**config.mk**
```make
export PLATFORM = sky130hd
export DESIGN_NAME = cp0_core
export DESIGN_NICKNAME = d
export VERILOG_FILES = /design/src/rtl/cp0_pkg.sv /design/src/rtl/cp0_exc_prio.sv /design/src/rtl/cp0_core.sv
export SDC_FILE = /design/constraint.sdc
export NUM_CORES = 1
export LEC_CHECK = 0
export ABC_AREA = 1
export ABC_CLOCK_PERIOD_IN_PS = 2100
export CORE_MARGIN = 2
export CORE_UTILIZATION = 44
export DETAILED_ROUTE_END_ITERATION = 12
export GPL_ROUTABILITY_DRIVEN = 0
export GPL_TIMING_DRIVEN = 0
export PLACE_DENSITY = 0.77
export REMOVE_ABC_BUFFERS = 1
export SYNTH_ARGS = -nofsm -noshare
export SYNTH_HDL_FRONTEND = slang
export SYNTH_HIERARCHICAL = 1
export SYNTH_SLANG_ARGS = --single-unit
```
**constraint.sdc**
```tcl
create_clock -name clock -period 2.1 [get_ports clock]
set_clock_uncertainty 0.2 [all_clocks]
set_input_delay 0.21 -clock clock [delete_from_list [all_inputs] [get_ports clock]]
set_output_delay 0.21 -clock clock [all_outputs]
set_load 0.02 [all_outputs]
```
**src/rtl/cp0_pkg.sv**
```systemverilog
// Shared CP0 definitions: register numbers, ExcCodes, Status/Cause bit
// positions, the priority-encoder result payload and register pack helpers.
package cp0_pkg;

  localparam int unsigned XLEN   = 32;
  localparam int unsigned REG_W  = 5;
  localparam int unsigned SEL_W  = 3;
  localparam int unsigned CODE_W = 5;
  localparam int unsigned IP_W   = 8;

  // CP0 register numbers (sel 0)
  localparam logic [REG_W-1:0] REG_BADVADDR = 5'd8;
  localparam logic [REG_W-1:0] REG_COUNT    = 5'd9;
  localparam logic [REG_W-1:0] REG_COMPARE  = 5'd11;
  localparam logic [REG_W-1:0] REG_STATUS   = 5'd12;
  localparam logic [REG_W-1:0] REG_CAUSE    = 5'd13;
  localparam logic [REG_W-1:0] REG_EPC      = 5'd14;

  // ExcCode values
  localparam logic [CODE_W-1:0] EXC_INT  = 5'd0;
  localparam logic [CODE_W-1:0] EXC_ADDR = 5'd4;
  localparam logic [CODE_W-1:0] EXC_SYS  = 5'd8;
  localparam logic [CODE_W-1:0] EXC_BP   = 5'd9;
  localparam logic [CODE_W-1:0] EXC_RI   = 5'd10;
  localparam logic [CODE_W-1:0] EXC_OV   = 5'd12;
  localparam logic [CODE_W-1:0] EXC_TR   = 5'd13;

  // Status bit positions
  localparam int unsigned ST_IE     = 0;
  localparam int unsigned ST_EXL    = 1;
  localparam int unsigned ST_UM     = 4;
  localparam int unsigned ST_IM_LSB = 8;

  // Cause bit positions
  localparam int unsigned CA_EXC_LSB = 2;
  localparam int unsigned CA_IP_LSB  = 8;
  localparam int unsigned CA_BD      = 31;

  typedef struct packed {
    logic              taken;
    logic              addr_err;
    logic [CODE_W-1:0] code;
  } exc_sel_t;

  function automatic logic [XLEN-1:0] pack_status(input logic ie, input logic exl,
                                                  input logic um, input logic [IP_W-1:0] im);
    logic [XLEN-1:0] v;
    v                     = '0;
    v[ST_IE]              = ie;
    v[ST_EXL]             = exl;
    v[ST_UM]              = um;
    v[ST_IM_LSB +: IP_W]  = im;
    return v;
  endfunction

  function automatic logic [XLEN-1:0] pack_cause(input logic bd, input logic [IP_W-1:0] ip,
                                                 input logic [CODE_W-1:0] code);
    logic [XLEN-1:0] v;
    v                        = '0;
    v[CA_BD]                 = bd;
    v[CA_IP_LSB +: IP_W]     = ip;
    v[CA_EXC_LSB +: CODE_W]  = code;
    return v;
  endfunction

endpackage

```
**src/rtl/cp0_exc_prio.sv**
```systemverilog
// Combinational exception priority encoder.
// Inputs : per-instruction exception requests and the masked interrupt pending flag.
// Output : exc_c = {taken, addr_err, ExcCode} of the highest-priority request.
module cp0_exc_prio
  import cp0_pkg::*;
(
  input  logic     addr_err,
  input  logic     ri,
  input  logic     ov,
  input  logic     tr,
  input  logic     sys,
  input  logic     bp,
  input  logic     int_pend,
  output exc_sel_t exc_c
);

  // Highest priority first; interrupts only when no synchronous exception.
  always_comb begin
    exc_c       = '0;
    exc_c.taken = 1'b1;
    if (addr_err) begin
      exc_c.code     = EXC_ADDR;
      exc_c.addr_err = 1'b1;
    end else if (ri) begin
      exc_c.code = EXC_RI;
    end else if (ov) begin
      exc_c.code = EXC_OV;
    end else if (tr) begin
      exc_c.code = EXC_TR;
    end else if (sys) begin
      exc_c.code = EXC_SYS;
    end else if (bp) begin
      exc_c.code = EXC_BP;
    end else if (int_pend) begin
      exc_c.code = EXC_INT;
    end else begin
      exc_c.taken = 1'b0;
    end
  end

endmodule

```
**src/rtl/cp0_core.sv**
```systemverilog
// Coprocessor 0: Status, Cause, EPC, BadVAddr and optional Count/Compare timer,
// exception/interrupt entry and ERET return, MFC0/MTC0 access.
// Optional feature macro: CP0_TIMER_EN (Count/Compare timer on Cause.IP[7]).
// Ports: clock/reset (sync, active-low); mfc0/mtc0/eret/rd/sel/reg_in -> reg_out;
//        int_in hardware interrupts; exc_* exception requests and context;
//        exc_pc_sel/exc_pc_out PC override; ip = Cause.IP; kernel_mode.
module cp0_core
  import cp0_pkg::*;
#(
  parameter int unsigned     NUM_HW_INT = 6,
  parameter logic [XLEN-1:0] EXC_VECTOR = 32'h8000_0180
) (
  input  logic                  clock,
  input  logic                  reset,
  input  logic                  mfc0,
  input  logic                  mtc0,
  input  logic                  eret,
  input  logic [REG_W-1:0]      rd,
  input  logic [SEL_W-1:0]      sel,
  input  logic [XLEN-1:0]       reg_in,
  output logic [XLEN-1:0]       reg_out,
  input  logic [NUM_HW_INT-1:0] int_in,
  input  logic                  exc_addr_err,
  input  logic                  exc_ri,
  input  logic                  exc_ov,
  input  logic                  exc_tr,
  input  logic                  exc_sys,
  input  logic                  exc_bp,
  input  logic [XLEN-1:0]       exc_bad_addr,
  input  logic [XLEN-1:0]       exc_pc,
  input  logic                  exc_is_bd,
  output logic                  exc_pc_sel,
  output logic [XLEN-1:0]       exc_pc_out,
  output logic [IP_W-1:0]       ip,
  output logic                  kernel_mode
);

  logic              status_ie, status_exl, status_um;
  logic [IP_W-1:0]   status_im;
  logic              cause_bd;
  logic [CODE_W-1:0] cause_code;
  logic [XLEN-1:0]   epc, badvaddr;

  logic              status_ie_d, status_exl_d, status_um_d;
  logic [IP_W-1:0]   status_im_d, ip_d;
  logic [1:0]        sw_ip_d;
  logic              cause_bd_d;
  logic [CODE_W-1:0] cause_code_d;
  logic [XLEN-1:0]   epc_d, badvaddr_d, reg_out_d, exc_pc_out_d;
  logic              exc_pc_sel_d, kernel_mode_d;

`ifdef CP0_TIMER_EN
  logic [XLEN-1:0]   count, compare, count_d, compare_d;
  logic              timer_ip, timer_ip_d;
`endif

  exc_sel_t          exc_c;
  logic              int_pend_c, wr_en_c;
  logic [XLEN-1:0]   rdata_c;

  // Interrupts are judged on the registered (pre-write) Status and Cause.IP.
  assign int_pend_c = status_ie & ~status_exl & (|(ip & status_im));
  // A write in the same cycle as any exception entry is dropped.
  assign wr_en_c    = mtc0 && (sel == '0) && !exc_c.taken;

  cp0_exc_prio u_prio (
    .addr_err (exc_addr_err),
    .ri       (exc_ri),
    .ov       (exc_ov),
    .tr       (exc_tr),
    .sys      (exc_sys),
    .bp       (exc_bp),
    .int_pend (int_pend_c),
    .exc_c    (exc_c)
  );

  // Read mux over current register state.
  always_comb begin
    rdata_c = '0;
    if (sel == '0) begin
      case (rd)
        REG_BADVADDR: rdata_c = badvaddr;
`ifdef CP0_TIMER_EN
        REG_COUNT:    rdata_c = count;
        REG_COMPARE:  rdata_c = compare;
`endif
        REG_STATUS:   rdata_c = pack_status(status_ie, status_exl, status_um, status_im);
        REG_CAUSE:    rdata_c = pack_cause(cause_bd, ip, cause_code);
        REG_EPC:      rdata_c = epc;
        default:      rdata_c = '0;
      endcase
    end
  end

  // Next-state: timer, MTC0, then exception entry / ERET override.
  always_comb begin
    status_ie_d  = status_ie;
    status_exl_d = status_exl;
    status_um_d  = status_um;
    status_im_d  = status_im;
    sw_ip_d      = ip[1:0];
    cause_bd_d   = cause_bd;
    cause_code_d = cause_code;
    epc_d        = epc;
    badvaddr_d   = badvaddr;
    exc_pc_sel_d = 1'b0;
    exc_pc_out_d = exc_pc_out;
    reg_out_d    = mfc0 ? rdata_c : reg_out;
`ifdef CP0_TIMER_EN
    count_d      = count + 32'd1;
    compare_d    = compare;
    timer_ip_d   = timer_ip | (count == compare);
`endif

    // BadVAddr is read-only; it is only loaded by address-error entry.
    if (wr_en_c) begin
      case (rd)
        REG_STATUS: begin
          status_ie_d  = reg_in[ST_IE];
          status_exl_d = reg_in[ST_EXL];
          status_um_d  = reg_in[ST_UM];
          status_im_d  = reg_in[ST_IM_LSB +: IP_W];
        end
        REG_CAUSE:  sw_ip_d = reg_in[CA_IP_LSB +: 2];
        REG_EPC:    epc_d   = reg_in;
`ifdef CP0_TIMER_EN
        REG_COUNT:  count_d = reg_in;
        REG_COMPARE: begin
          compare_d  = reg_in;
          timer_ip_d = 1'b0;
        end
`endif
        default: ;
      endcase
    end

    if (exc_c.taken) begin
      status_exl_d = 1'b1;
      cause_code_d = exc_c.code;
      cause_bd_d   = exc_is_bd;
      epc_d        = exc_is_bd ? (exc_pc - 32'd4) : exc_pc;
      if (exc_c.addr_err) badvaddr_d = exc_bad_addr;
      exc_pc_sel_d = 1'b1;
      exc_pc_out_d = EXC_VECTOR;
    end else if (eret) begin
      status_exl_d = 1'b0;
      exc_pc_sel_d = 1'b1;
      exc_pc_out_d = epc;
    end

    ip_d                      = '0;
    ip_d[1:0]                 = sw_ip_d;
    ip_d[2 +: NUM_HW_INT]     = int_in;
`ifdef CP0_TIMER_EN
    ip_d[IP_W-1]              = ip_d[IP_W-1] | timer_ip_d;
`endif
    kernel_mode_d = status_exl_d | ~status_um_d;
  end

  // State registers, synchronous active-low reset.
  always_ff @(posedge clock) begin
    if (!reset) begin
      status_ie   <= 1'b0;
      status_exl  <= 1'b0;
      status_um   <= 1'b0;
      status_im   <= '0;
      ip          <= '0;
      cause_bd    <= 1'b0;
      cause_code  <= '0;
      epc         <= '0;
      badvaddr    <= '0;
      reg_out     <= '0;
      exc_pc_sel  <= 1'b0;
      exc_pc_out  <= '0;
      kernel_mode <= 1'b1;
`ifdef CP0_TIMER_EN
      count       <= '0;
      compare     <= '0;
      timer_ip    <= 1'b0;
`endif
    end else begin
      status_ie   <= status_ie_d;
      status_exl  <= status_exl_d;
      status_um   <= status_um_d;
      status_im   <= status_im_d;
      ip          <= ip_d;
      cause_bd    <= cause_bd_d;
      cause_code  <= cause_code_d;
      epc         <= epc_d;
      badvaddr    <= badvaddr_d;
      reg_out     <= reg_out_d;
      exc_pc_sel  <= exc_pc_sel_d;
      exc_pc_out  <= exc_pc_out_d;
      kernel_mode <= kernel_mode_d;
`ifdef CP0_TIMER_EN
      count       <= count_d;
      compare     <= compare_d;
      timer_ip    <= timer_ip_d;
`endif
    end
  end

endmodule

```
==> flow_summary.json, run 1 <==
{
  "grt_max_degree": 42,
  "grt_pass1_vias": 7875,
  "syn_area_um2": 7251,
  "grt_use_total": 0.3036,
  "crit_chain": "a22o_1, a221oi_4, a21oi_2, nor2_1, nand4_1, buf_8, nor2_4, inv_2, nor2_4, buf_12, buf_6, clkbuf_16, a21oi_2",
  "crit_arrival_ps": 2780,
  "drive_above_1_share": 0.2121,
  "cpLargestDelayFamily": "compound AO/OA/AOI/OAI gates",
  "start_kind": "register",
  "synth_edf_count": 0,
  "routedWlPerCell_um": 18.56,
  "yosysMostFrequentCell": "nand2_1",
  "io_pins": 196,
  "cts_buffer_depth": 2,
  "rsz0062_at_grt": "true",
  "synth_cells": 1057,
  "cap_violations": 0,
  "critPathSlowestCell": "dfxtp_2",
  "yosysTopAreaCellShare": 0.4280,
  "nNetsFinal": 1411,
  "fin_crit_ps": 2665,
  "yosysUniqueCellTypes": 42,
  "powerDensity_nw_per_um2": 614.4,
  "ir_worst_vdd_mv": 0.5839,
  "p_total_w": 0.007018,
  "slowest_delay_ps": 330,
  "path_buf_inv": 5,
  "first_pass_iters": 6,
  "path_class": "reg -> reg",
  "violations": "negative setup slack",
  "core_um2": 16000,
  "num_vias": 8327,
  "hpwl_um": 16770,
  "ant_nets": 0,
  "ys_warn_count": 6,
  "synthTopCellsByArea": "dfxtp_1, nand2_1, a21oi_1",
  "status": "complete, but fails checks",
  "cts_buffers": 17,
  "hold_viol": 0,
  "totalNegativeSetupSlack_ps": -48240,
  "syn2layout_area_growth_pct": 57.53,
  "ctsRootBufferMaster": "clkbuf_16",
  "worstPathRequired_ps": 2210,
  "tightest_slew_ps": 1049,
  "synth.largest_area_cell": "dfxtp_1",
  "routed_via_density": 5.489,
  "ys_seq_area_frac": 0.4280,
  "slew_headroom": 0.3010,
  "numPortBuffers": 195,
  "fillers": 1237,
  "start_util": 0.4532,
  "fin_ws_ps": -565.3,
  "synth_async_sr_flop_share": 0,
  "drt-total-wl_um": 28160,
  "min_path_type": "in -> reg",
  "drtIter0Drc": 722,
  "grt_first_pass_wirelength_um": 42130,
  "ys_ff_latch": 155,
  "overflow": 0,
  "fmax_ghz": 0.3752,
  "clock_latency_ps": 430,
  "p_leak_nw": 4.436,
  "synth_common_cells": "nand2_1, dfxtp_1, a21oi_1, inv_1, o21ai_0",
  "htree_levels": 4,
  "whs_ps": 104.7,
  "clkSinkCount": 155,
  "path_max_fanout": 7,
  "timing.final.crit_share": 1.269,
  "tritoncts": "built",
  "die_area_um2": 17520,
  "synth_ff_type": "dfxtp_1",
  "drcViolationCount": 0,
  "die_w_um": 132.4,
  "slew_violations": 0,
  "antennaDiodeCount": 0,
  "setup_viol": 117,
  "fp-row-count": 46,
  "antenna_found_initial": 0,
  "syn_area_per_cell_um2": 6.860,
  "die_y_um": 132.4,
  "cp-end-kind": "register",
  "clk_pin_slew_ps": 60
}
==> sequential cells by signal, indices dropped and copies added (netlist names) <==
name,flops
exc_pc_sel,1
kernel_mode,1
status_ie,1
status_im,8
ip,8
cause_code,5
cause_bd,1
status_um,1
badvaddr,32
exc_pc_out,32
epc,32
status_exl,1
reg_out,32
==> worst min-delay path, delay by kind of cell <==
family | cells | cell delay, ps
simple gates | 1 | 60
buf+inv | 2 | 420
==> worst paths after layout <==
kind / from / endpoint / slack, ps / depth (start not counted)
worst max-delay path: status_im[1]$_SDFFE_PN0P_ / status_im[1]$_SDFFE_PN0P_ / -570 / 13
worst min-delay path: int_in[4] / ip[6]$_SDFF_PN0_ / 100 / 3
worst max register to register: status_im[1]$_SDFFE_PN0P_ / status_im[1]$_SDFFE_PN0P_ / -570 / 13
worst min register to register: badvaddr[22]$_SDFFE_PN0P_ / badvaddr[22]$_SDFFE_PN0P_ / 250 / 2
==> cell type report <==
type / instances / area [µm²] / area share
Multi-Input combinational cell: 733 / 4085 / 0.3577
Clock inverter: 10 / 115.1 / 0.01008
Timing Repair inverter: 5 / 77.57 / 0.006792
Inverter: 118 / 470.5 / 0.04119
Clock buffer: 22 / 464.2 / 0.04064
Sequential cell: 155 / 3108 / 0.2721
Tap cell: 216 / 270.3 / 0.02366
Timing Repair Buffer: 258 / 2831 / 0.2479
==> placed cells by master (no fill, tap or decap), types with 16 or more instances in the layout <==
cell and n:
o21ai_0 50, o21ai_1 36, a21oi_1 76, nand2_2 18, clkbuf_16 18, nand2_1 266
dfxtp_1 151, clkdlybuf4s50_1 193, buf_6 22, inv_1 104, buf_12 16, nand3_1 32
a21oi_2 64, nor2_1 71, o21ai_2 27
==> stage by stage <==
stage	cells	setup slack [ps]	util	instance area (µm²)
detailed placement	1421	-2031	0.5836	9338
finish	1517	-565.3	0.7139	11420
CTS	1505	-378.7	0.6821	10910
floorplan	1004	-1780	-	6999
global placement	1415	-4757	0.5763	9221
global route	1517	-581.0	0.7139	11420
==> routing by layer <==
metal / vias to the layer above / GRT usage / part of all wire
met3: 93 / 0.06959 / 0.081
met2: 429 / 0.4931 / 0.48
li1: 3906 / - / -
met1: 3899 / 0.3795 / 0.40
met4: 0 / 0.1493 / 0.044
met5: - / 0 / 0
==> where the power goes <==
part           switching, W  internal [W]  leakage, nW  total [W]
combinational      0.000459      0.000382         2.89   0.000841
clock               0.00127       0.00181        0.277    0.00308
sequential        0.0000591       0.00304         1.27    0.00310
==> what timing repair did <==
action	in CTS	in global routing
gates resized for setup	150	117
hold buffers	0	0
pin swaps	39	34
cloned	10	1
setup buffers	42	15
endpoints found under the setup margin	149	139
==> kinds of logic after synthesis <==
| kind of cell | after synthesis | share of synthesized area |
|---|---|---|
| AND/OR/NAND/NOR | 441 | 0.2540 |
| AO/OA/AOI/OAI | 282 | 0.2128 |
| buffers and inverters | 171 | 0.09577 |
| flip-flops | 155 | 0.4280 |
| XOR/XNOR | 6 | 0.007249 |
| adder cells (fa/ha/maj) | 1 | 0.001725 |
| other | 1 | 0.0005172 |
No activity file was read; power rests on OpenSTA's default activity.
==> run 2: changes to the inputs <==
GPL_TIMING_DRIVEN = unset   (was 0)
==> run 2 against run 1 <==
  * Non-clock buffer count up 56
  * Sequential power barely moved
  * Utilization fell by 0.74 points
  * Power increased by 6.7%
  * Largest cell class unchanged
  * Largest power group is now clock
  * Flip-flop and latch count did not move
  * Worst hold slack worse by 71 ps
  * Die area unchanged
  * Clock power rose by 12%
  * First-iteration DRC count increased by 37%
  * Wire length is 2.5% higher
  * The flow still finishes with violations (negative setup slack)
  * Cell count is 3.2% higher
==> flow_summary.json, run 2 (same netlist as run 1, synthesis figures left out) <==
{
  "status": "complete, but fails checks",
  "violations": "negative setup slack",
  "cts-hold-fix-buffers": 0,
  "ir_worst_vdd_mv": 0.5885,
  "grt_use_total": 0.3080,
  "fin_ws_ps": -252.4,
  "clock_latency_ps": 440,
  "io_pins": 196,
  "placed_area_um2": 10060,
  "slew_headroom": 0.6650,
  "multi_input_area_um2": 3568,
  "hold_viol": 0,
  "clkSinkCount": 155,
  "core_um2": 16000,
  "r2r_end": "epc[5]$_SDFFE_PN0P_",
  "die_area_um2": 17520,
  "rr_worst_depth": 12,
  "grt_pass1_vias": 8031,
  "holdPathEnd": "exc_pc_out[2]$_SDFFE_PP0P_",
  "p_leak_nw": 4.655,
  "cts_buffers": 17,
  "num_vias": 8573,
  "switchingPower_w": 0.001816,
  "holdCritStartpoint": "reset",
  "drcViolationCount": 0,
  "syn2layout_area_growth_pct": 55.89,
  "final_cell_mix": "nand2_1, clkdlybuf4s50_1, dfxtp_1",
  "drive_above_1_share": 0.1578,
  "tightest_slew_ps": 502.5,
  "grt_max_degree": 38,
  "grt_first_pass_wirelength_um": 42420,
  "first_pass_iters": 5,
  "path_class": "reg -> reg",
  "seq_area_um2": 3105,
  "internal_power_w": 0.005672,
  "crit_arrival_ps": 2490,
  "slew_violations": 0,
  "reg2reg_from": "ip[7]$_SDFF_PN0_",
  "ctsRootBufferMaster": "clkbuf_16",
  "nNetsFinal": 1461,
  "drt-total-wl_um": 28860,
  "hpwl_um": 18370,
  "path_max_fanout": 5,
  "cp-end-kind": "register",
  "fin_crit_ps": 2352,
  "routedWlPerCell_um": 18.43,
  "numPortBuffers": 195,
  "powerDensity_nw_per_um2": 662.5,
  "timing.final.crit_share": 1.120,
  "p_clk_frac": 0.460,
  "fp-row-count": 46,
  "layout_commonest_cell": "nand2_1",
  "start_kind": "register",
  "final_cell_area_um2": 11300,
  "start_util": 0.4532,
  "fmax_ghz": 0.4251,
  "overflow": 0,
  "routed_via_density": 5.474,
  "setup_viol": 114,
  "fillers": 1246,
  "die_y_um": 132.4,
  "drtIter0Drc": 986,
  "cap_violations": 0,
  "ant_nets": 0,
  "reg2reg_slack_ps": -250,
  "post-route-util": 0.7064,
  "die_w_um": 132.4,
  "p_sw_frac": 0.2425,
  "rsz0062_at_grt": "true",
  "cts_buffer_depth": 2,
  "antennaDiodeCount": 0,
  "worstPathRequired_ps": 2240,
  "seqPwrFrac": 0.413,
  "clk_pin_slew_ps": 70,
  "htree_levels": 4,
  "antenna_found_initial": 0,
  "min_path_cells": 5,
  "min_path_type": "in -> reg",
  "tritoncts": "built",
  "combPwrFrac": 0.126
}
-- run 2: cell types whose count changed in the layout (fill, tap and decap cells not counted), sizes merged, moves of 2 or more --
cell and change:
buf +51, clkinvlp -7, bufinv +3, clkbuf +2, clkinv -2, inv +2
-- run 2: final cells by class --
type	count	area share
clock buffer	20	0.04040
multi-input combinational	732	0.3157
sequential	155	0.2747
clock inverter	11	0.01683
tap	216	0.02391
inverter	118	0.03963
timing repair buffer	314	0.2888
-- run 2: how the worst max path moves through the flow --
stage | from | end | slack (ps)
floorplan | ip[7]$_SDFF_PN0_ | epc[27]$_SDFFE_PN0P_ | -1780
global placement | status_im[1]$_SDFFE_PN0P_ | epc[7]$_SDFFE_PN0P_ | -110
finish | ip[7]$_SDFF_PN0_ | epc[5]$_SDFFE_PN0P_ | -250
detailed placement | ip[7]$_SDFF_PN0_ | epc[2]$_SDFFE_PN0P_ | -200
CTS | ip[7]$_SDFF_PN0_ | status_exl$_SDFF_PN0_ | -100
global route | ip[7]$_SDFF_PN0_ | status_exl$_SDFF_PN0_ | -350
-- run 2: power groups by stage --
| stage | sequential, W | clock [W] | combinational [W] |
|---|---|---|---|
| 3_3_place_gp | 0.00315 | 0 | 0.000788 |
| 6_report | 0.00309 | 0.00345 | 0.000947 |
| 4_1_cts | 0.00309 | 0.00341 | 0.000870 |
| 5_1_grt | 0.00310 | 0.00357 | 0.00101 |
| 2_1_floorplan | 0.00315 | 0 | 0.000279 |
| 3_5_place_dp | 0.00315 | 0 | 0.000799 |
-- run 2: worst max-delay path, stage by stage (launching register included) --
cell	delay [ps]
dfxtp_2	320
a22o_1	240
a221oi_2	190
a21oi_1	100
nor2_1	120
nand4_1	140
buf_6	170
nor2_4	120
buf_4	160
nand2_8	80
inv_4	90
nand2_1	70
a31oi_1	240
-- run 2: what timing repair did --
item / in CTS / in global routing
cloned: 7 / 5
resized for setup: 33 / 30
pin swaps: 5 / 8
setup endpoints to repair: 116 / 116
setup buffers: 7 / 7
-- run 2: routing by layer --
layer / wire length [µm] / share of wire / global-route usage / vias to the layer above
met2: 13140 / 0.46 / 0.4919 / 507
li1: - / - / - / 4000
met3: 2795 / 0.097 / 0.06421 / 116
met4: 1482 / 0.051 / 0.1589 / 0
met1: 11440 / 0.40 / 0.3930 / 3950
met5: 0 / 0 / 0 / -
-- run 2: stage by stage --
step           hold slack [ps]  TNS, ps  std cells  setup slack, ps  power [W]
3_5_place_dp             240.5   -10140       1509           -196.2   0.003952
5_1_grt                  50.14   -27600       1566           -348.1   0.007679
6_report                 33.33   -15900       1566           -252.4   0.007488
2_1_floorplan            101.9  -163770       1004            -1780   0.003432
3_3_place_gp             231.1    -5976       1509           -114.5   0.003939
4_1_cts                  33.62    -4144       1554           -98.64   0.007375
